[config.mk]
export PLATFORM = sky130hd
export DESIGN_NAME = multicycle_alu
export DESIGN_NICKNAME = d
export VERILOG_FILES = /design/src/rtl/multicycle_alu.sv
export SDC_FILE = /design/constraint.sdc
export NUM_CORES = 1
export LEC_CHECK = 0
export CAP_MARGIN = 20
export CORE_ASPECT_RATIO = 1.75
export CORE_MARGIN = 2
export CORE_UTILIZATION = 45
export DETAILED_ROUTE_END_ITERATION = 6
export GPL_TIMING_DRIVEN = 0
export PLACE_DENSITY = 0.74
export SLEW_MARGIN = 10
export SYNTH_ARGS = -nofsm -noshare
export SYNTH_HDL_FRONTEND = slang
export SYNTH_SLANG_ARGS = --single-unit
[constraint.sdc]
create_clock -name clk -period 4.8 [get_ports clk]
set_input_delay 0.48 -clock clk [delete_from_list [all_inputs] [get_ports clk]]
set_output_delay 0.48 -clock clk [all_outputs]
set_load 0.03 [all_outputs]
[src/rtl/multicycle_alu.sv]
// Registered-output ALU: seven single-cycle ops plus an N-cycle shift-add multiply.
// A valid/ready handshake is used on both the operand side and the result side.
module multicycle_alu #(
  parameter int N      = 32,
  parameter bit MUL_EN = 1'b1
) (
  input  logic         clk,
  input  logic         rst_n,
  input  logic         in_valid,
  output logic         in_ready,
  input  logic [2:0]   op,
  input  logic         cin,
  input  logic [N-1:0] a,
  input  logic [N-1:0] b,
  output logic         out_valid,
  input  logic         out_ready,
  output logic [N-1:0] f,
  output logic         cout,
  output logic         v,
  output logic         z,
  output logic         busy
);

  localparam int             CW   = $clog2(N + 1);
  localparam logic [CW-1:0]  LAST = CW'(N - 1);
  localparam logic [CW-1:0]  DONE = CW'(N);

  localparam logic [2:0] OP_ADD = 3'b000, OP_SUB = 3'b001, OP_AND = 3'b010,
                         OP_OR  = 3'b011, OP_XOR = 3'b100, OP_NOR = 3'b101,
                         OP_SLT = 3'b110, OP_MUL = 3'b111;

  typedef enum logic {IDLE, MUL} state_t;

  state_t         state, state_d;
  logic [N-1:0]   f_d, mcand, mcand_d, b_eff;
  logic           cout_d, v_d, load, out_free, accept, add_c0;
  logic [N:0]     add_sum, step_sum;
  logic [2*N-1:0] prod, prod_d, prod_step, prod_fin;
  logic [CW-1:0]  cnt, cnt_d;

  assign out_free = !out_valid || out_ready;
  assign in_ready = rst_n && (state == IDLE) && out_free;
  assign accept   = in_valid && in_ready;
  assign busy     = (state == MUL);

  // SUB reuses the adder as a + ~b + 1; cin only reaches the adder for ADD.
  assign b_eff   = (op == OP_SUB) ? ~b : b;
  assign add_c0  = (op == OP_SUB) ? 1'b1 : ((op == OP_ADD) ? cin : 1'b0);
  assign add_sum = {1'b0, a} + {1'b0, b_eff} + {{N{1'b0}}, add_c0};

  // Multiplier sits in the low half of prod and shifts out as the product shifts in.
  assign step_sum  = {1'b0, prod[2*N-1:N]} + {1'b0, (prod[0] ? mcand : {N{1'b0}})};
  assign prod_step = {step_sum, prod[N-1:1]};
  assign prod_fin  = (cnt == DONE) ? prod : prod_step;

  always_comb begin
    // NOTE: every signal gets a default first so no path leaves it unassigned (no latch).
    state_d = state;
    load    = 1'b0;
    f_d     = f;
    cout_d  = cout;
    v_d     = v;
    prod_d  = prod;
    mcand_d = mcand;
    cnt_d   = cnt;

    case (state)
      IDLE: begin
        if (accept) begin
          load   = 1'b1;
          cout_d = 1'b0;
          v_d    = 1'b0;
          case (op)
            OP_ADD, OP_SUB: begin
              f_d    = add_sum[N-1:0];
              cout_d = add_sum[N];
              v_d    = (a[N-1] ^ b_eff[N-1] ^ add_sum[N-1]) ^ add_sum[N];
            end
            OP_AND: f_d = a & b;
            OP_OR:  f_d = a | b;
            OP_XOR: f_d = a ^ b;
            OP_NOR: f_d = ~(a | b);
            OP_SLT: f_d = {{(N-1){1'b0}}, ($signed(a) < $signed(b))};
            OP_MUL: begin
              if (MUL_EN) begin
                load    = 1'b0;
                state_d = MUL;
                prod_d  = {{N{1'b0}}, b};
                mcand_d = a;
                cnt_d   = '0;
              end else begin
                f_d = '0;
              end
            end
            default: f_d = '0;
          endcase
        end
      end

      MUL: begin
        if (cnt != DONE) begin
          prod_d = prod_step;
          cnt_d  = cnt + 1'b1;
        end
        // A finished product waits here (cnt == DONE) until the result slot is free.
        if ((cnt >= LAST) && out_free) begin
          load    = 1'b1;
          f_d     = prod_fin[N-1:0];
          cout_d  = |prod_fin[2*N-1:N];
          v_d     = 1'b0;
          state_d = IDLE;
          prod_d  = '0;
          cnt_d   = '0;
        end
      end

      default: state_d = IDLE;
    endcase
  end

  always_ff @(posedge clk or negedge rst_n) begin
    if (!rst_n) begin
      state     <= IDLE;
      out_valid <= 1'b0;
      f         <= '0;
      cout      <= 1'b0;
      v         <= 1'b0;
      z         <= 1'b0;
      prod      <= '0;
      mcand     <= '0;
      cnt       <= '0;
    end else begin
      // NOTE: non-blocking assignments so every register samples pre-edge values.
      state  <= state_d;
      f      <= f_d;
      cout   <= cout_d;
      v      <= v_d;
      prod   <= prod_d;
      mcand  <= mcand_d;
      cnt    <= cnt_d;
      if (load) begin
        out_valid <= 1'b1;
        z         <= (f_d == '0);
      end else if (out_ready) begin
        out_valid <= 1'b0;
      end
    end
  end

endmodule

==> reports/metrics.yaml, run 1 <==
outcome:
  outcome: "finished clean"
synth:
  synth_edf_count: 0
  yosys_register_bits: 139
  synth_area_um2: 13400
  biggest_area_contributors_in_the_synthesized_netlist: "sky130_fd_sc_hd__dfrtp_1, sky130_fd_sc_hd__ha_1, sky130_fd_sc_hd__a21oi_1"
  ys_seq_area_frac: 0.259
  synth_largest_area_cell: "sky130_fd_sc_hd__dfrtp_1"
  synth.net_count: 1880
  synth_warnings: 0
  post_synth.cell_area_avg_um2: 8.17
  yosys.cell_types.count: 81
  synthArstFlopShare: 1.00
  post-synth-top-area-fraction: 0.259
  synth_cells: 1644
  synthFlopType: "sky130_fd_sc_hd__dfrtp_1"
die:
  fp.dieArea_um2: 31300
  initial_utilization: 0.457
  rows: 83
  die_width_um: 135
  die_height_um: 232
  core_area_um2: 29400
  floorplan.io_pins: 110
grt:
  pin_count_of_the_biggest_net_entering_global_routing: 106
  antenna_violations_before_repair: 0
  gr-usage-all-layers: 0.327
  first_pass_grt_wire_length_um: 77300
  grt_overflow_total: 0
  vias_in_the_first_global_route: 14000
setup_path:
  critPathRequiredTime_ns: 5.15
  worstSetupPathType: "input pin to flop"
  critical_path.startpoint_type: "input pin"
  worstPathMaxFanout: 30
  rr_startpoint: "prod[0]"
  critical_path_arrival_ns: 5.06
  cell_depth_of_the_worst_flop_to_flop_path: 15
  endpoint: "z"
  regToRegSetupSlack_ns: 0.24
  regToRegEndpoint: "cout"
  critical_path_sink_type: "flop"
  critical_path.startpoint: "op[0]"
clock_network:
  clock_tree.htree_level_count: 4
  max_root_sink_buffers: 2
  cts_tree: "done"
  insertion_delay_ns: 0.45
  cts_made_buffers: 17
  cts.reportedPaths.clkPinSlew_ns: 0.06
  tritoncts_num_sinks: 139
  cts_root_buffer: "sky130_fd_sc_hd__clkbuf_16"
worst_hold_path:
  hp-class: "flop to flop"
placed_design:
  detailedPlace.worstSlack_ns: -2.54
  dpl.hpwl_um: 39800
  port_buffers: 108
  dpl.cell_count: 2135
  finalWeightedCongestion: 1.02
pwr:
  sw_frac_of_total: 0.446
  pwr-share-seq: 0.300
  pwr_density_cell_nw_per_um2: 423
  comb_power_share: 0.496
  worst_ir_drop_vdd_v: 0.000296
  total_internal_power_mw: 3.77
  power_leakage_nw: 7.17
  power.share.clock: 0.204
  p_switching_mw: 3.03
routing:
  drc_errors: 0
  ant_nets: 0
  drt-pass1-iter-count: 6
  via_per_inst: 6.28
  route.vias.total: 13700
  drt_iter0_drc: 1311
  post_drt_wl_per_cell_um: 23.5
  detail_route.wirelength_um: 51400
timing:
  finalSetupViolCount: 0
  worst_slack_ns: 0.0920
  post_route_clock_skew_ns: 0.00972
  worst_slew_margin_rel: 0.289
  period_needed_ns: 4.71
  final-hold-violation-count: 0
  final_min_period_over_clock_period: 0.981
  drv_slew: 0
  fmax_mhz: 212
  tightestPinTransition_ns: 1.07
final_layout:
  layout-drive-gt1-share: 0.0723
  antenna_cells_inserted: 0
  area_growth_syn_to_layout_pct: 19.7
  finalNetCount: 2022
  final-instance-count-excl-fill: 2181
job:
  maxCapViolCount: 0
## what timing repair did
item                                   in CTS  in global routing
hold buffers                                1                  0
setup buffers                              13                  7
gates resized for setup                    43                 22
pin swaps                                  17                 23
setup endpoints to repair                  26                  4
gates cloned                                2                  1
endpoints found under the hold margin      34                  0
## power by group through the flow
stage | logic, mW | clock network, mW | registers [mW]
after detailed placement | 3.23 | 0 | 2.03
after floorplan | 2.12 | 0 | 2.04
final | 3.37 | 1.39 | 2.04
after global placement | 3.17 | 0 | 2.01
after global routing | 3.66 | 1.43 | 2.07
after CTS | 3.30 | 1.39 | 2.02
## synth_stat cells, types with 17 or more instances
master	number
sky130_fd_sc_hd__a31oi_1	22
sky130_fd_sc_hd__o211ai_1	24
sky130_fd_sc_hd__nand3_1	25
sky130_fd_sc_hd__a21o_1	31
sky130_fd_sc_hd__nor3_1	54
sky130_fd_sc_hd__inv_1	99
sky130_fd_sc_hd__ha_1	161
sky130_fd_sc_hd__a22o_1	25
sky130_fd_sc_hd__o21ai_0	130
sky130_fd_sc_hd__nor2_1	61
sky130_fd_sc_hd__a211oi_1	17
sky130_fd_sc_hd__mux2i_1	27
sky130_fd_sc_hd__nand2_1	171
sky130_fd_sc_hd__xnor2_1	59
sky130_fd_sc_hd__a221o_1	37
sky130_fd_sc_hd__nand2b_1	35
sky130_fd_sc_hd__a21oi_1	148
sky130_fd_sc_hd__nor2b_1	18
sky130_fd_sc_hd__dfrtp_1	139
sky130_fd_sc_hd__and2_1	42
sky130_fd_sc_hd__clkbuf_1	65
## kinds of logic (layout without fill, tap and decap cells)
group / after synthesis / after routing / share of synthesized area
and+or+nand+nor: 476 / 476 / 0.176
DFF: 139 / 139 / 0.259
muxes: 40 / 40 / 0.0319
xor gates and xnor gates: 75 / 75 / 0.0489
buffers and inverters: 197 / 352 / 0.0588
AOI/OAI and AO/OA: 553 / 553 / 0.270
adders and majority gates: 164 / 164 / 0.155
## how the worst min path moves through the flow
stage	start	end	depth (start not counted)
floorplan	rst_n	busy	0
global placement	mcand[22]	mcand[22]	2
detailed placement	rst_n	f[6]	1
CTS	mcand[29]	mcand[29]	2
global route	mcand[20]	mcand[20]	2
finish	mcand[29]	mcand[29]	2
## routing by layer
metal	vias up	routed length [um]	GRT usage
li1	6253	-	-
met1	6490	17600	0.330
met2	693	25300	0.570
met3	269	3080	0.0503
met4	0	5390	0.299
met5	-	0	0
## cell type report
cell class | count | area [um^2]
clock buffers | 18 | 439
repair buffers | 133 | 1390
multi-input cells | 1308 | 9330
flip-flops and latches | 139 | 3480
fillers | 2685 | 13300
plain buffers | 88 | 418
well taps | 382 | 478
clock inverters | 14 | 164
inverters | 99 | 372
## flip-flops by register name, summed over array words and instances (netlist names)
register	flops
cnt	6
cout	1
v	1
out_valid	1
prod	64
mcand	32
z	1
busy	1
f	32
## critical path, cell delays in order
cell	delay, ns
sky130_fd_sc_hd__buf_6	0.14
sky130_fd_sc_hd__buf_12	0.21
sky130_fd_sc_hd__and2_4	0.30
sky130_fd_sc_hd__buf_12	0.16
sky130_fd_sc_hd__buf_12	0.13
sky130_fd_sc_hd__xnor2_1	0.12
sky130_fd_sc_hd__ha_2	0.34
sky130_fd_sc_hd__a21oi_2	0.20
sky130_fd_sc_hd__and2_4	0.17
sky130_fd_sc_hd__and3b_1	0.16
sky130_fd_sc_hd__o21a_1	0.15
sky130_fd_sc_hd__o221ai_2	0.11
sky130_fd_sc_hd__or4_4	0.55
sky130_fd_sc_hd__or3_4	0.41
sky130_fd_sc_hd__nor4_4	0.22
sky130_fd_sc_hd__nand4b_1	0.28
sky130_fd_sc_hd__nor4bb_2	0.45
sky130_fd_sc_hd__nand4bb_1	0.20
sky130_fd_sc_hd__o31ai_2	0.23
## cell usage in the layout (no fill, tap or decap), types with 9 or more instances in the layout
| cell | n |
|---|---|
| sky130_fd_sc_hd__buf_4 | 21 |
| sky130_fd_sc_hd__mux2i_1 | 27 |
| sky130_fd_sc_hd__a211oi_1 | 15 |
| sky130_fd_sc_hd__a21o_1 | 31 |
| sky130_fd_sc_hd__nor4_1 | 15 |
| sky130_fd_sc_hd__o21bai_1 | 13 |
| sky130_fd_sc_hd__nor3_1 | 54 |
| sky130_fd_sc_hd__clkdlybuf4s50_1 | 104 |
| sky130_fd_sc_hd__nor2_1 | 60 |
| sky130_fd_sc_hd__and3_1 | 9 |
| sky130_fd_sc_hd__xnor2_1 | 57 |
| sky130_fd_sc_hd__buf_1 | 10 |
| sky130_fd_sc_hd__a31oi_1 | 21 |
| sky130_fd_sc_hd__xor2_1 | 15 |
| sky130_fd_sc_hd__a221o_1 | 37 |
| sky130_fd_sc_hd__a22o_1 | 25 |
| sky130_fd_sc_hd__a21oi_1 | 147 |
| sky130_fd_sc_hd__o21ai_1 | 9 |
| sky130_fd_sc_hd__inv_1 | 99 |
| sky130_fd_sc_hd__clkbuf_1 | 59 |
| sky130_fd_sc_hd__ha_1 | 159 |
| sky130_fd_sc_hd__clkbuf_16 | 18 |
| sky130_fd_sc_hd__dfrtp_1 | 139 |
| sky130_fd_sc_hd__a221oi_1 | 11 |
| sky130_fd_sc_hd__o21a_1 | 10 |
| sky130_fd_sc_hd__o31ai_1 | 10 |
| sky130_fd_sc_hd__mux2_2 | 11 |
| sky130_fd_sc_hd__nand3_1 | 24 |
| sky130_fd_sc_hd__nand2b_1 | 35 |
| sky130_fd_sc_hd__a21boi_0 | 9 |
| sky130_fd_sc_hd__nand2_1 | 171 |
| sky130_fd_sc_hd__nor2b_1 | 16 |
| sky130_fd_sc_hd__o21ai_0 | 126 |
| sky130_fd_sc_hd__buf_2 | 10 |
| sky130_fd_sc_hd__and2_1 | 40 |
| sky130_fd_sc_hd__o211ai_1 | 24 |
## metrics by stage
step           hold slack (ns)  power [mW]  cell area (um^2)  TNS [ns]   util
6_report                 0.470        6.80             16100         0  0.547
5_1_grt                  0.498        7.17             16100   -0.0234  0.547
4_1_cts                  0.476        6.71             16000    -0.118  0.544
3_5_place_dp             0.373        5.26             15100    -37.09  0.514
3_3_place_gp             0.456        5.18             15100   -910.64  0.512
2_1_floorplan            0.184        4.16             13500   -0.0791      -
Power figures use the tool's default switching activity.
==> run 2, diff against run 1 <==
- SLEW_MARGIN: 10 -> 20
==> reports/metrics.yaml, run 2 (synthesized netlist as in run 1, its figures left out) <==
die:
  die_width_um: 135  # unchanged
  rows: 83  # unchanged
  fp.dieArea_um2: 31300  # unchanged
  initial_utilization: 0.457  # unchanged
  floorplan.io_pins: 110  # unchanged
  core_area_um2: 29400  # unchanged
  die_height_um: 232  # unchanged
routing:
  drt-met1-wl_um: 17600  # +0.38%
  detail_route.wirelength_um: 52000  # +1.2%
  dr_top_layer: "met5"
  post_drt_wl_per_cell_um: 23.8  # +0.95%
  drt-pass1-iter-count: 6  # unchanged
  met2WireLength_um: 25800  # +1.9%
  route.vias.total: 13900  # +1.6%
  drt_iter0_drc: 1215  # -7.3%
  ant_nets: 0  # unchanged
  detailroute.wirelength.met3_um: 3420  # +11%
  via_per_inst: 6.37  # +1.4%
  drc_errors: 0  # unchanged
job:
  maxCapViolCount: 0  # unchanged
timing:
  timing.hold.ws_ns: 0.470  # +0.000658 ns
  fmax_mhz: 208  # -2.1%
  tightestPinTransition_ns: 1.10  # +0.0324 ns
  drv_slew: 0  # unchanged
  worst_slack_ns: -0.00777  # -0.0998 ns
  finalSetupViolCount: 1  # +1
  final_min_period_over_clock_period: 1.00  # +0.0208
  final-hold-violation-count: 0  # unchanged
  period_needed_ns: 4.81  # +0.0998 ns
  post_route_clock_skew_ns: 0.00943  # -0.000287 ns
  worst_slew_margin_rel: 0.268  # -0.0216
outcome:
  outcome: "complete, but fails checks"
  violated_checks: "setup timing"
clock_network:
  max_root_sink_buffers: 2  # unchanged
  cts_root_buffer: "sky130_fd_sc_hd__clkbuf_16"
  clock_tree.htree_level_count: 4  # unchanged
  cts_tree: "done"
  insertion_delay_ns: 0.45  # about the same
  cts_made_buffers: 17  # unchanged
  tritoncts_num_sinks: 139  # unchanged
  cts.reportedPaths.clkPinSlew_ns: 0.06  # about the same
final_layout:
  finalCoreUtilization: 0.549  # +0.00260
  finalNetCount: 2028  # +0.30%
  max_flop_register: "prod"
  final_common_cell: "sky130_fd_sc_hd__nand2_1"
  layout-drive-gt1-share: 0.0809  # +0.00862
  fill_cell_count: 2696  # +0.41%
  antenna_cells_inserted: 0  # unchanged
  multiInputGateArea_um2: 9380  # +0.54%
  regArea_um2: 3480  # unchanged
  largest_reg_flops: 64  # unchanged
  area_growth_syn_to_layout_pct: 20.2
  most-common-layout-cells: "sky130_fd_sc_hd__nand2_1, sky130_fd_sc_hd__ha_1, sky130_fd_sc_hd__a21oi_1"
  top_regs: "prod (64), f (32), mcand (32)"
setup_path:
  critPathSlowestCell: "sky130_fd_sc_hd__or4_4"
  critical-path-top-delay-family: "simple AND/OR/NAND/NOR gates"
  regToRegSetupSlack_ns: 0.22  # -0.02 ns
  critPathRequiredTime_ns: 5.17  # +0.02 ns
  critical_path_sink_type: "flop"
  critPathMaxStageDelay_ns: 0.56  # about the same
  timing.critical_path.cells: "buf_2 -> buf_6 -> nor2_4 -> buf_8 -> and2_4 -> buf_6 -> buf_12 -> xnor2_2 -> ha_1 -> nor2b_4 -> o21a_1 -> or4_4 -> nand3_2 -> o21ai_2 -> or4_4 -> or3_4 -> nor4_4 -> nand4b_1 -> nor4bb_2 -> nand4bb_1 -> o31ai_2"
  worstSetupPathType: "input pin to flop"
  timing.critical_path.buf_inv: 5  # +1
  critical_path_arrival_ns: 5.17  # +0.11 ns
  critical_path.startpoint_type: "input pin"
  worstPathMaxFanout: 6  # -80%
pwr:
  finalPower_mw: 6.78  # -0.31%
  power_leakage_nw: 7.19  # +0.36%
  pwr_density_cell_nw_per_um2: 420  # -0.78%
  comb_power_share: 0.504  # +0.008
  p_switching_mw: 3.04  # +0.42%
  total_internal_power_mw: 3.73  # -0.89%
  power.share.clock: 0.195  # -0.009
  sw_frac_of_total: 0.449  # +0.00327
  worst_ir_drop_vdd_v: 0.000307  # +3.8%
  pwr-share-seq: 0.302  # +0.002
grt:
  pin_count_of_the_biggest_net_entering_global_routing: 91  # -14%
  first_pass_grt_wire_length_um: 77500  # +0.19%
  grt_overflow_total: 0  # unchanged
  antenna_violations_before_repair: 1  # +1
  vias_in_the_first_global_route: 13900  # -0.37%
  gr-usage-all-layers: 0.327  # +0.000503
worst_hold_path:
  hp-class: "flop to flop"
placed_design:
  finalWeightedCongestion: 1.02  # unchanged
  dpl.hpwl_um: 39900  # +0.24%
  port_buffers: 108  # unchanged
run 2: cell count changes in the layout (fill, tap and decap cells not counted), sizes merged:
cell,change
buf,+8
bufinv,-1
clkinv,-2
clkinvlp,+2
inv,-1
run 2: what timing repair did:
action                     4_1_cts  5_1_grt
resized for setup               43       37
gates cloned                     2        0
hold buffers                     1        0
pin swaps                       17       22
hold endpoints to repair        49        0
setup endpoints to repair       25        4
setup buffers                   18        8
run 2: final cells by class:
class | count | area share
Buffer | 89 | 0.0277
Multi-Input combinational cell | 1308 | 0.581
Tap cell | 382 | 0.0296
Timing Repair Buffer | 138 | 0.0877
Clock inverter | 12 | 0.00705
Clock buffer | 20 | 0.0283
Inverter | 99 | 0.0230
Sequential cell | 139 | 0.215
run 2: final timing paths:
check	to	from	cells after the start
setup / recovery	z	op[2]	21
hold / removal	mcand[29]	mcand[29]	2
setup reg to reg	cout	prod[0]	15
hold reg to reg	mcand[29]	mcand[29]	2
max in group asynchronous	prod[58]	rst_n	3
min in group asynchronous	f[8]	rst_n	2
run 2: per-layer routing:
| layer | global-route usage | vias to the layer above |
|---|---|---|
| li1 | - | 6277 |
| met4 | 0.288 | 2 |
| met2 | 0.575 | 764 |
| met1 | 0.331 | 6601 |
| met5 | 0 | - |
| met3 | 0.0525 | 286 |
run 2: worst register-to-register path: stages, from the launching register on:
cell                       delay [ns]
sky130_fd_sc_hd__dfrtp_1         0.50
sky130_fd_sc_hd__and2_1          0.22
sky130_fd_sc_hd__ha_1            0.22
sky130_fd_sc_hd__fa_1            0.41
sky130_fd_sc_hd__a21o_1          0.19
sky130_fd_sc_hd__a21oi_2         0.20
sky130_fd_sc_hd__o21ai_1         0.23
sky130_fd_sc_hd__a21oi_1         0.22
sky130_fd_sc_hd__xnor2_1         0.10
sky130_fd_sc_hd__or4_1           0.44
sky130_fd_sc_hd__or4_1           0.48
sky130_fd_sc_hd__or3_1           0.34
sky130_fd_sc_hd__a21oi_2         0.30
sky130_fd_sc_hd__nand4_1         0.13
sky130_fd_sc_hd__nor4_1          0.35
sky130_fd_sc_hd__a21boi_1        0.11
run 2: power groups by stage:
| stage | combinational (mW) | clock (mW) | sequential, mW |
|---|---|---|---|
| floorplan | 2.12 | 0 | 2.04 |
| detailed placement | 3.23 | 0 | 2.03 |
| CTS | 3.31 | 1.31 | 2.02 |
| finish | 3.41 | 1.32 | 2.04 |
| global placement | 3.17 | 0 | 2.01 |
| global route | 3.68 | 1.36 | 2.08 |
run 2: per-stage QoR:
stage                     setup slack (ns)  cell area [um^2]  TNS (ns)  std cells
after floorplan                    -0.0791             13500   -0.0791       1644
after global placement               -5.44             15100   -910.64       2134
after detailed placement             -2.54             15100    -37.02       2135
after CTS                           0.0118             16000         0       2183
after global routing               -0.0267             16100   -0.0267       2187
final                             -0.00777             16100  -0.00777       2187
